<file path="src/rtl/fetch_pkg.sv">
// Shared types and constants for the instruction fetch stage.
package fetch_pkg;

  localparam logic [31:0] INSTR_BUBBLE = 32'h0000_0000;
  localparam logic [31:0] PC_STEP      = 32'd4;

  typedef struct packed {
    logic [31:0] instr;
    logic [31:0] pc;
  } fetch_entry_t;

  // Width of a counter that must hold values 0..n inclusive.
  function automatic int unsigned cnt_width(int unsigned n);
    return $clog2(n + 1);
  endfunction

  function automatic int unsigned ptr_width(int unsigned depth);
    return (depth > 1) ? $clog2(depth) : 1;
  endfunction

endpackage

</file>
<file path="src/rtl/fetch_fifo.sv">
// Synchronous FIFO of fetch entries; clear has priority over push and pop.
module fetch_fifo
  import fetch_pkg::*;
#(
  parameter int unsigned Depth = 2,
  localparam int unsigned PtrW = ptr_width(Depth),
  localparam int unsigned CntW = cnt_width(Depth)
) (
  input  logic            clk_i,
  input  logic            rst_ni,
  input  logic            clear_i,
  input  logic            push_i,
  input  logic            pop_i,
  input  fetch_entry_t    wdata_i,
  output fetch_entry_t    rdata_o,
  output logic [CntW-1:0] count_o,
  output logic            empty_o
);

  fetch_entry_t    mem_q [Depth];
  logic [PtrW-1:0] wr_ptr_q, rd_ptr_q;
  logic [CntW-1:0] count_q, count_d;
  logic            full, do_push, do_pop;

  assign full    = (count_q == CntW'(Depth));
  assign empty_o = (count_q == '0);
  assign do_pop  = pop_i && !empty_o && !clear_i;
  assign do_push = push_i && !clear_i && (!full || do_pop);
  assign rdata_o = mem_q[rd_ptr_q];
  assign count_o = count_q;

  always_comb begin
    count_d = count_q;
    if (clear_i) begin
      count_d = '0;
    end else begin
      count_d = count_q + CntW'(do_push) - CntW'(do_pop);
    end
  end

  always_ff @(posedge clk_i or negedge rst_ni) begin
    if (!rst_ni) begin
      wr_ptr_q <= '0;
      rd_ptr_q <= '0;
      count_q  <= '0;
    end else begin
      count_q <= count_d;
      if (clear_i) begin
        wr_ptr_q <= '0;
        rd_ptr_q <= '0;
      end else begin
        if (do_push) wr_ptr_q <= wr_ptr_q + PtrW'(1);
        if (do_pop)  rd_ptr_q <= rd_ptr_q + PtrW'(1);
      end
    end
  end

  always_ff @(posedge clk_i) begin
    if (do_push) mem_q[wr_ptr_q] <= wdata_i;
  end

  // The issue rule reserves space for every outstanding response.
  always_ff @(posedge clk_i) begin
    if (rst_ni && push_i && !pop_i && !clear_i) begin
      assert (!full);
    end
  end

endmodule

</file>
<file path="src/rtl/instr_fetch_unit.sv">
// Fetch stage: imem request issue, prefetch buffering and the IF/ID register.
// Define FETCH_PERF_EN to add the bubble/drop performance counters.
module instr_fetch_unit
  import fetch_pkg::*;
#(
  parameter logic [31:0] RESET_PC   = 32'h0000_0000,
  parameter int unsigned FIFO_DEPTH = 2,
  parameter int unsigned MAX_OUTST  = 2
) (
  input  logic        clk,
  input  logic        rst,
  input  logic        StallF,
  input  logic        StallD,
  input  logic        FlushD,
  input  logic        PCSrcE,
  input  logic [31:0] PCTargetE,
  output logic        imem_req_valid,
  input  logic        imem_req_ready,
  output logic [31:0] imem_req_addr,
  input  logic        imem_rsp_valid,
  input  logic [31:0] imem_rsp_data,
  output logic [31:0] InstrD,
  output logic [31:0] PCD,
  output logic [31:0] PCPlus4D,
  output logic        InstrValidD
`ifdef FETCH_PERF_EN
  ,
  output logic [31:0] fetch_bubble_cnt,
  output logic [31:0] fetch_drop_cnt
`endif
);

  localparam int unsigned CntW = cnt_width(FIFO_DEPTH);
  localparam int unsigned OutW = cnt_width(MAX_OUTST);

  logic [31:0]     pcf_q, pcf_d;
  logic [31:0]     rsp_pc_q, rsp_pc_d;
  logic [OutW-1:0] outst_q, outst_d;
  logic [OutW-1:0] drop_q, drop_d;
  logic [31:0]     instr_q, instr_d, pcd_q, pcd_d, pcp4_q, pcp4_d;
  logic            valid_q, valid_d;

  logic            accept, dropping, push, pop, starved;
  logic [CntW-1:0] fifo_count;
  logic            fifo_empty;
  fetch_entry_t    head;

  assign imem_req_valid = rst && !StallF && !PCSrcE
                          && ((32'(fifo_count) + 32'(outst_q)) < FIFO_DEPTH)
                          && (32'(outst_q) < MAX_OUTST);
  assign imem_req_addr  = pcf_q;
  assign accept         = imem_req_valid && imem_req_ready;
  assign dropping       = imem_rsp_valid && (PCSrcE || (drop_q != '0));
  assign push           = imem_rsp_valid && !dropping;
  assign pop            = !PCSrcE && !FlushD && !StallD && !fifo_empty;
  assign starved        = !PCSrcE && !FlushD && !StallD && fifo_empty;

  fetch_fifo #(
    .Depth (FIFO_DEPTH)
  ) u_fifo (
    .clk_i   (clk),
    .rst_ni  (rst),
    .clear_i (PCSrcE),
    .push_i  (push),
    .pop_i   (pop),
    .wdata_i ('{instr: imem_rsp_data, pc: rsp_pc_q}),
    .rdata_o (head),
    .count_o (fifo_count),
    .empty_o (fifo_empty)
  );

  // Responses return in order and requests are sequential between redirects,
  // so the PC of the next kept response is a running address.
  always_comb begin
    pcf_d    = pcf_q;
    rsp_pc_d = rsp_pc_q;
    drop_d   = drop_q;
    outst_d  = outst_q + OutW'(accept) - OutW'(imem_rsp_valid);
    if (PCSrcE) begin
      pcf_d    = PCTargetE;
      rsp_pc_d = PCTargetE;
      drop_d   = outst_q - OutW'(imem_rsp_valid);
    end else begin
      if (accept) pcf_d = pcf_q + PC_STEP;
      if (push) rsp_pc_d = rsp_pc_q + PC_STEP;
      if (imem_rsp_valid && (drop_q != '0)) drop_d = drop_q - OutW'(1);
    end
  end

  always_comb begin
    instr_d = instr_q;
    pcd_d   = pcd_q;
    pcp4_d  = pcp4_q;
    valid_d = valid_q;
    if (PCSrcE || FlushD || starved) begin
      instr_d = INSTR_BUBBLE;
      pcd_d   = '0;
      pcp4_d  = PC_STEP;
      valid_d = 1'b0;
    end else if (pop) begin
      instr_d = head.instr;
      pcd_d   = head.pc;
      pcp4_d  = head.pc + PC_STEP;
      valid_d = 1'b1;
    end
  end

  always_ff @(posedge clk or negedge rst) begin
    if (!rst) begin
      pcf_q    <= RESET_PC;
      rsp_pc_q <= RESET_PC;
      outst_q  <= '0;
      drop_q   <= '0;
      instr_q  <= INSTR_BUBBLE;
      pcd_q    <= '0;
      pcp4_q   <= PC_STEP;
      valid_q  <= 1'b0;
    end else begin
      pcf_q    <= pcf_d;
      rsp_pc_q <= rsp_pc_d;
      outst_q  <= outst_d;
      drop_q   <= drop_d;
      instr_q  <= instr_d;
      pcd_q    <= pcd_d;
      pcp4_q   <= pcp4_d;
      valid_q  <= valid_d;
    end
  end

  assign InstrD      = instr_q;
  assign PCD         = pcd_q;
  assign PCPlus4D    = pcp4_q;
  assign InstrValidD = valid_q;

`ifdef FETCH_PERF_EN
  logic [31:0] bubble_cnt_q, drop_cnt_q;

  always_ff @(posedge clk or negedge rst) begin
    if (!rst) begin
      bubble_cnt_q <= '0;
      drop_cnt_q   <= '0;
    end else begin
      if (starved)  bubble_cnt_q <= bubble_cnt_q + 32'd1;
      if (dropping) drop_cnt_q   <= drop_cnt_q + 32'd1;
    end
  end

  assign fetch_bubble_cnt = bubble_cnt_q;
  assign fetch_drop_cnt   = drop_cnt_q;
`endif

endmodule

</file>
<file path="config.mk">
export PLATFORM = sky130hd
export DESIGN_NAME = instr_fetch_unit
export DESIGN_NICKNAME = d
export VERILOG_FILES = /design/src/rtl/fetch_pkg.sv /design/src/rtl/fetch_fifo.sv /design/src/rtl/instr_fetch_unit.sv
export SDC_FILE = /design/constraint.sdc
export NUM_CORES = 1
export LEC_CHECK = 0
export BUFFER_PORTS_ARGS = -buffer_cell sky130_fd_sc_hd__buf_2
export CORE_ASPECT_RATIO = 0.9
export CORE_MARGIN = 1.5
export CORE_UTILIZATION = 55
export DETAILED_ROUTE_END_ITERATION = 10
export PLACE_DENSITY_LB_ADDON = 0.1
export SETUP_SLACK_MARGIN = 0.3
export SKIP_CTS_REPAIR_TIMING = 1
export SLEW_MARGIN = 20
export SYNTH_ARGS = -nofsm -noshare
export SYNTH_HDL_FRONTEND = slang
export SYNTH_SLANG_ARGS = --single-unit
export TNS_END_PERCENT = 1
</file>
<file path="constraint.sdc">
create_clock -name clk -period 5.91 [get_ports clk]
set_input_delay 1.773 -clock clk [delete_from_list [all_inputs] [get_ports clk]]
set_output_delay 1.773 -clock clk [all_outputs]
set_load 0.01 [all_outputs]
</file>
* Word level (Yosys, flattened, before mapping)
Memory sizes are Yosys's and may differ from the RTL's.
Cells that the tools add are included.
** Storage, ports and cells
- Register bits :: 169
- Memory bits (writable) :: 128
- Input bits :: 72
- Output and inout port bits :: 130
- Word-level logic and storage cells :: 83
- Memories kept :: 1
** Cells by class
- Add/subtract/negate cells :: 12
- Magnitude comparators :: 2
- Eq/ne operators :: 1
- Mux-type cells :: 21
- Reductions and logical operators :: 35
** Memories
- u_fifo.mem_q :: words 2, width 64, rd ports 1, clocked after memory_dff 0, write ports 1, RTL line fetch_fifo.sv:20 : fetch_entry_t mem_q [Depth];
** Operator list (number)
- $mux 32 :: 10
- $add 32x3->32 const B :: 3
- $logic_and 1x1->1 :: 16
- $reduce_bool 2->1 :: 7
- $mux 1 :: 8
- $logic_not 1->1 :: 7
- $mux 2 :: 3
- $sub 2x1->2 :: 3
- $add 2x1->2 :: 2
- $logic_or 1x1->1 :: 4
- $add 2x2->3 :: 1
- $lt 3x2->1 const B :: 1
- $add 1x1->1 const B :: 2
- $eq 2x2->1 const B :: 1
- $logic_not 2->1 :: 1
- $lt 2x2->1 const B :: 1
- $sub 2x1->2 const B :: 1

* Longest topological paths before layout
- Word-level depth :: 11
- Gate-level depth with buffers :: 12
- Gate-level depth less buffers :: 11

* Cells and area by module
Synthesis repeated with hierarchy kept, for this count alone.
** Unflattened totals
- Cells, all modules :: 978
- Area total of the unflattened synthesis :: 12589.6 µm²
** By module, submodules not included
- instr_fetch_unit :: instances 1, cells each 756, area an instance 7757.4 µm², seq. area each 4080.2 µm²
- fetch_fifo :: instances 1, cells each 222, area an instance 4832.1 µm², seq. area each 3943.8 µm²

* Worst setup path before layout
OpenSTA, ideal clock, no wires.
- Path kind :: input-to-reg
- Start point :: input PCSrcE
- End point :: memory u_fifo.mem_q[0][0] (netlist name), enable pin
- Library setup time :: 0.494 ns
- Arrival :: 5.072 ns
- Data required time :: 5.416 ns
- Path slack :: 0.344 ns
- Stages :: 4
- Path buffers :: 1
- Path through :: buf_2 nor2_1 and2_1 nor2b_1
** On the way
- Cells in the longest elaborated chain, start to end :: 10
- Elaborated cells between the ends (all ways) :: 15
- Those cells by class :: mux: 2; reduce/logical: 13
** RTL lines
- from (decl) :: RTL line instr_fetch_unit.sv:15 : input logic PCSrcE,
- $logic_not 1->1 :: RTL line fetch_fifo.sv:27, fetch_fifo.sv:28, instr_fetch_unit.sv:55
- $logic_and 1x1->1 (3 in series) :: RTL line instr_fetch_unit.sv:55 : assign pop = !PCSrcE && !FlushD && !StallD && !fifo_empty;
- $logic_and 1x1->1 (2 in series) :: RTL line fetch_fifo.sv:27 : assign do_pop = pop_i && !empty_o && !clear_i;
- $logic_or 1x1->1 :: RTL line fetch_fifo.sv:28 : assign do_push = push_i && !clear_i && (!full || do_pop);
- $logic_and 1x1->1 (*) :: RTL line fetch_fifo.sv:28
- $mux 1 (*) :: RTL line fetch_fifo.sv:59 : if (do_push) mem_q[wr_ptr_q] <= wdata_i;
- $mux 1 (not written as such) (*) :: RTL line fetch_fifo.sv:59
- to (decl) :: RTL line fetch_fifo.sv:20
Every way passes the cells marked *; elsewhere a longest branch is shown, timed or not.

* Final worst setup path
- Start point :: input rst
- End point :: output imem_req_valid
** On the way
- Cells in the longest elaborated chain, start to end :: 4
** RTL lines
- from (decl) :: RTL line instr_fetch_unit.sv:11 : input logic rst,
- $logic_and 1x1->1 (2 in series) :: RTL line instr_fetch_unit.sv:48 : assign imem_req_valid = rst && !StallF && !PCSrcE
- $logic_and 1x1->1 :: RTL line instr_fetch_unit.sv:49 : && ((32'(fifo_count) + 32'(outst_q)) < FIFO_DEPTH)
- $logic_and 1x1->1 :: RTL line instr_fetch_unit.sv:50 : && (32'(outst_q) < MAX_OUTST);
- to (decl) :: RTL line instr_fetch_unit.sv:17 : output logic imem_req_valid,
Every way passes these cells.

==> impl_metrics.ini <==
[power]
switchingPower_mw = 1.13
irDropWorstVdd_mv = 0.195
switching_share_pct = 24.2
p_leak_nw = 6.16
combPwrFrac_pct = 9.8
pwr-share-seq_pct = 51.4
powerDensity_nw_per_um2 = 313
p_int_mw = 3.53
pwr-share-clk_pct = 38.7

[global_routing]
grt_max_degree = 96
antenna_found_initial = 0
grt_pass1_wl_mm = 44.2
grt_pass1_vias = 8289
grt-ovfl-total = 0
grtUsageTotal_pct = 23.3

[layout]
multi_input_area_sq_um = 4360
postLayoutCellArea_sq_um = 14900
diodes = 0
final_nets = 1315
layout-area-overhead-vs-synth_pct = 17.6
ff_latch_area_sq_um = 8030
drive_above_1_share_pct = 23.2
utilization_pct = 66.1
n_fill_cell = 1802
fin_cells = 1554

[yosys]
avgSynthCellArea_sq_um = 12.2
ys_seq_elements = 295
yosysTopAreaCell = dfrtp_1
yosys-top-cells-area = dfrtp_1 (33%), edfxtp_1 (30%), mux2i_1 (5.1%), o21ai_0 (4.3%), nand2_1 (4.1%)
yosysWarnings = 0
synth_edf_count = 128
ys_seq_area_share_pct = 63.4
ys_types = 57
synth_top_area_share_pct = 32.8
synth_flop_cell = dfrtp_1
synth-async-reset-ratio_pct = 56.6
synth_area_sq_um = 12700
synth_cells = 1036
syn_nets = 1118

[clock_tree]
cts_buffers = 30
clk_pin_slew_ns = 0.06
cts-root-buf = clkbuf_16
clk_latency_ns = 0.54
cts_buffer_depth = 3
numClockSinks = 295
htree_levels = 1
cts_tree = built

[timing]
setup_viol = 0
hold_violations = 0
relSlewSlack_pct = 32.2
final.min_clock_period_ns = 4.48
rsz0062_at_grt = no
max_freq_mhz = 223
finalCritPeriodShare_pct = 75.8
tightest_slew_ns = 1.02
fin_worst_skew_ns = 0.0150
slew_viol_final = 0
fin_setup_tns_ns = 0

[worst_setup_path]
critical_path_class = in -> out
crit_family = simple AND/OR/NAND/NOR gates
crit_path_end_kind = output pin
crit_chain = buf_6 -> nor4b_2 -> and2_1 -> buf_2
crit_buf_inv = 2
arrival_ns = 2.70
cp_max_fo = 28
cp_num_cells = 4
rr_worst_depth = 7
cp.required_ns = 4.14
cpPeakStageDelay_ns = 0.33
critPathSlowestCell = nor4b_2
cp-start-kind = input pin

[route]
postRouteAntennaNets = 0
vias = 8605
wl_per_cell_um = 17.8
drc = 0
wl_mm = 27.7
vias_per_cell = 5.54
drt_first_pass_iters = 5
drt_iter0_drc = 806

[floorplanning]
die_w_um = 163
boundaryPins = 202
num_rows = 52
core_area_sq_um = 22500
die_area_sq_um = 23900
start_util_pct = 56.3
die_h_um = 147

[run_status]
status = finished clean

[placement]
placed_cell_area_sq_um = 13900
place.gp.congestion = 0.866
dp.cells = 1497
dp_hpwl_mm = 18.6
portBuffers = 201

[min_path]
hold_class = reg -> reg
hold_depth = 2

[flow_run]
maxCapViolations = 0
-- cells by family after synthesis --
kind of cell	after synthesis	synth area share [%]
and+or+nand+nor	321	12.6
DFF	295	63.4
AOI/OAI and AO/OA	178	8.26
xor gates and xnor gates	83	5.74
muxes	82	6.66
buffers and inverters	67	2.34
adders and majority gates	10	1.05
-- worst reg2reg max path, delay by kind of cell, from the launching register on --
family,cells,cell delay [ns]
compound gates,3,0.96
xor+xnor,1,0.18
simple gates,1,0.28
buf+inv,1,0.70
flops,1,0.96
mux,1,0.35
-- per-layer routing --
layer / up-vias / routed length [um] / GRT usage, %
met5: - / 0 / 0
met4: 0 / 385 / 4.22
met3: 30 / 1950 / 3.78
met2: 298 / 12200 / 34.7
met1: 4172 / 13200 / 36.3
li1: 4105 / - / -
-- cell usage in the layout (no fill, tap or decap), types with 18 or more instances in the layout --
cell	count
nand3_1	40
nor2_1	37
clkbuf_16	31
inv_1	18
a21oi_1	22
buf_2	200
mux2_2	18
xor2_1	41
edfxtp_1	128
o21ai_0	108
mux2i_1	64
xnor2_1	42
dfrtp_1	165
nand2_1	137
nand4_1	27
-- state kept, by name (all words and copies together), names as in the netlist --
name,flops
u_fifo.mem_q,128
PCD,32
u_fifo.rd_ptr_q,1
u_fifo.count_o,2
PCPlus4D,30
InstrD,32
drop_q,2
rsp_pc_q,32
InstrValidD,1
outst_q,2
u_fifo.wr_ptr_q,1
imem_req_addr,32
-- synth_stat cells (2+ instances only) --
library cell	count
clkbuf_1	26
mux2_2	18
xnor2_1	42
nand2b_1	6
o311ai_0	3
mux2i_1	64
nor2b_1	4
nor3b_1	2
and3_1	13
o21ai_0	108
a21o_1	2
buf_1	6
inv_1	18
a31oi_1	7
nand4_1	27
nand2_1	137
or4_1	2
a22o_1	5
xor2_1	41
o211ai_1	6
edfxtp_1	128
nand4b_1	7
nor4_1	6
or3_1	2
and4_1	3
a21oi_1	22
nor2_1	37
and2_1	10
nand3_1	40
buf_4	8
ha_1	9
and2_0	2
dfrtp_1	166
nand3b_1	10
o21ai_1	3
buf_2	6
a211oi_1	2
inv_2	2
a21boi_0	6
o22ai_1	2
nor3_1	8
a22oi_1	5
-- layout make-up --
| class | instances | area share, % |
|---|---|---|
| timing repair buffer | 212 | 7.44 |
| clock inverter | 14 | 0.823 |
| inverter | 20 | 0.504 |
| multi-input combinational | 674 | 29.3 |
| sequential | 295 | 53.9 |
| clock buffer | 42 | 5.55 |
| tap | 297 | 2.50 |
-- path summary, 6_finish.rpt --
path | startpoint | endpoint | slack, ns
worst max register to register | u_fifo.rd_ptr_q | PCPlus4D[31] | 2.35
worst max-delay path | rst | imem_req_valid | 1.43
max in group asynchronous | rst | rsp_pc_q[16] | 3.62
worst min register to register | PCPlus4D[2] | PCPlus4D[2] | 0.46
worst min-delay path | PCPlus4D[2] | PCPlus4D[2] | 0.46
min in group asynchronous | rst | rsp_pc_q[29] | 1.13
-- per-stage QoR --
step / hold slack (ns) / total power, mW / worst slack (ns)
after global placement: 0.450 / 2.88 / 1.44
final: 0.460 / 4.67 / 1.43
after floorplan: 0.440 / 2.71 / 0.344
after detailed placement: 0.452 / 2.90 / 1.39
after CTS: 0.461 / 4.70 / 1.38
after global routing: 0.469 / 4.86 / 1.31
-- power by group through the flow --
| stage | combinational, mW | clock [mW] | sequential, mW |
|---|---|---|---|
| finish | 0.459 | 1.81 | 2.40 |
| global route | 0.512 | 1.93 | 2.41 |
| CTS | 0.463 | 1.84 | 2.40 |
| detailed placement | 0.459 | 0 | 2.44 |
| global placement | 0.451 | 0 | 2.43 |
| floorplan | 0.282 | 0 | 2.42 |
(Power assumes the default switching activity.)
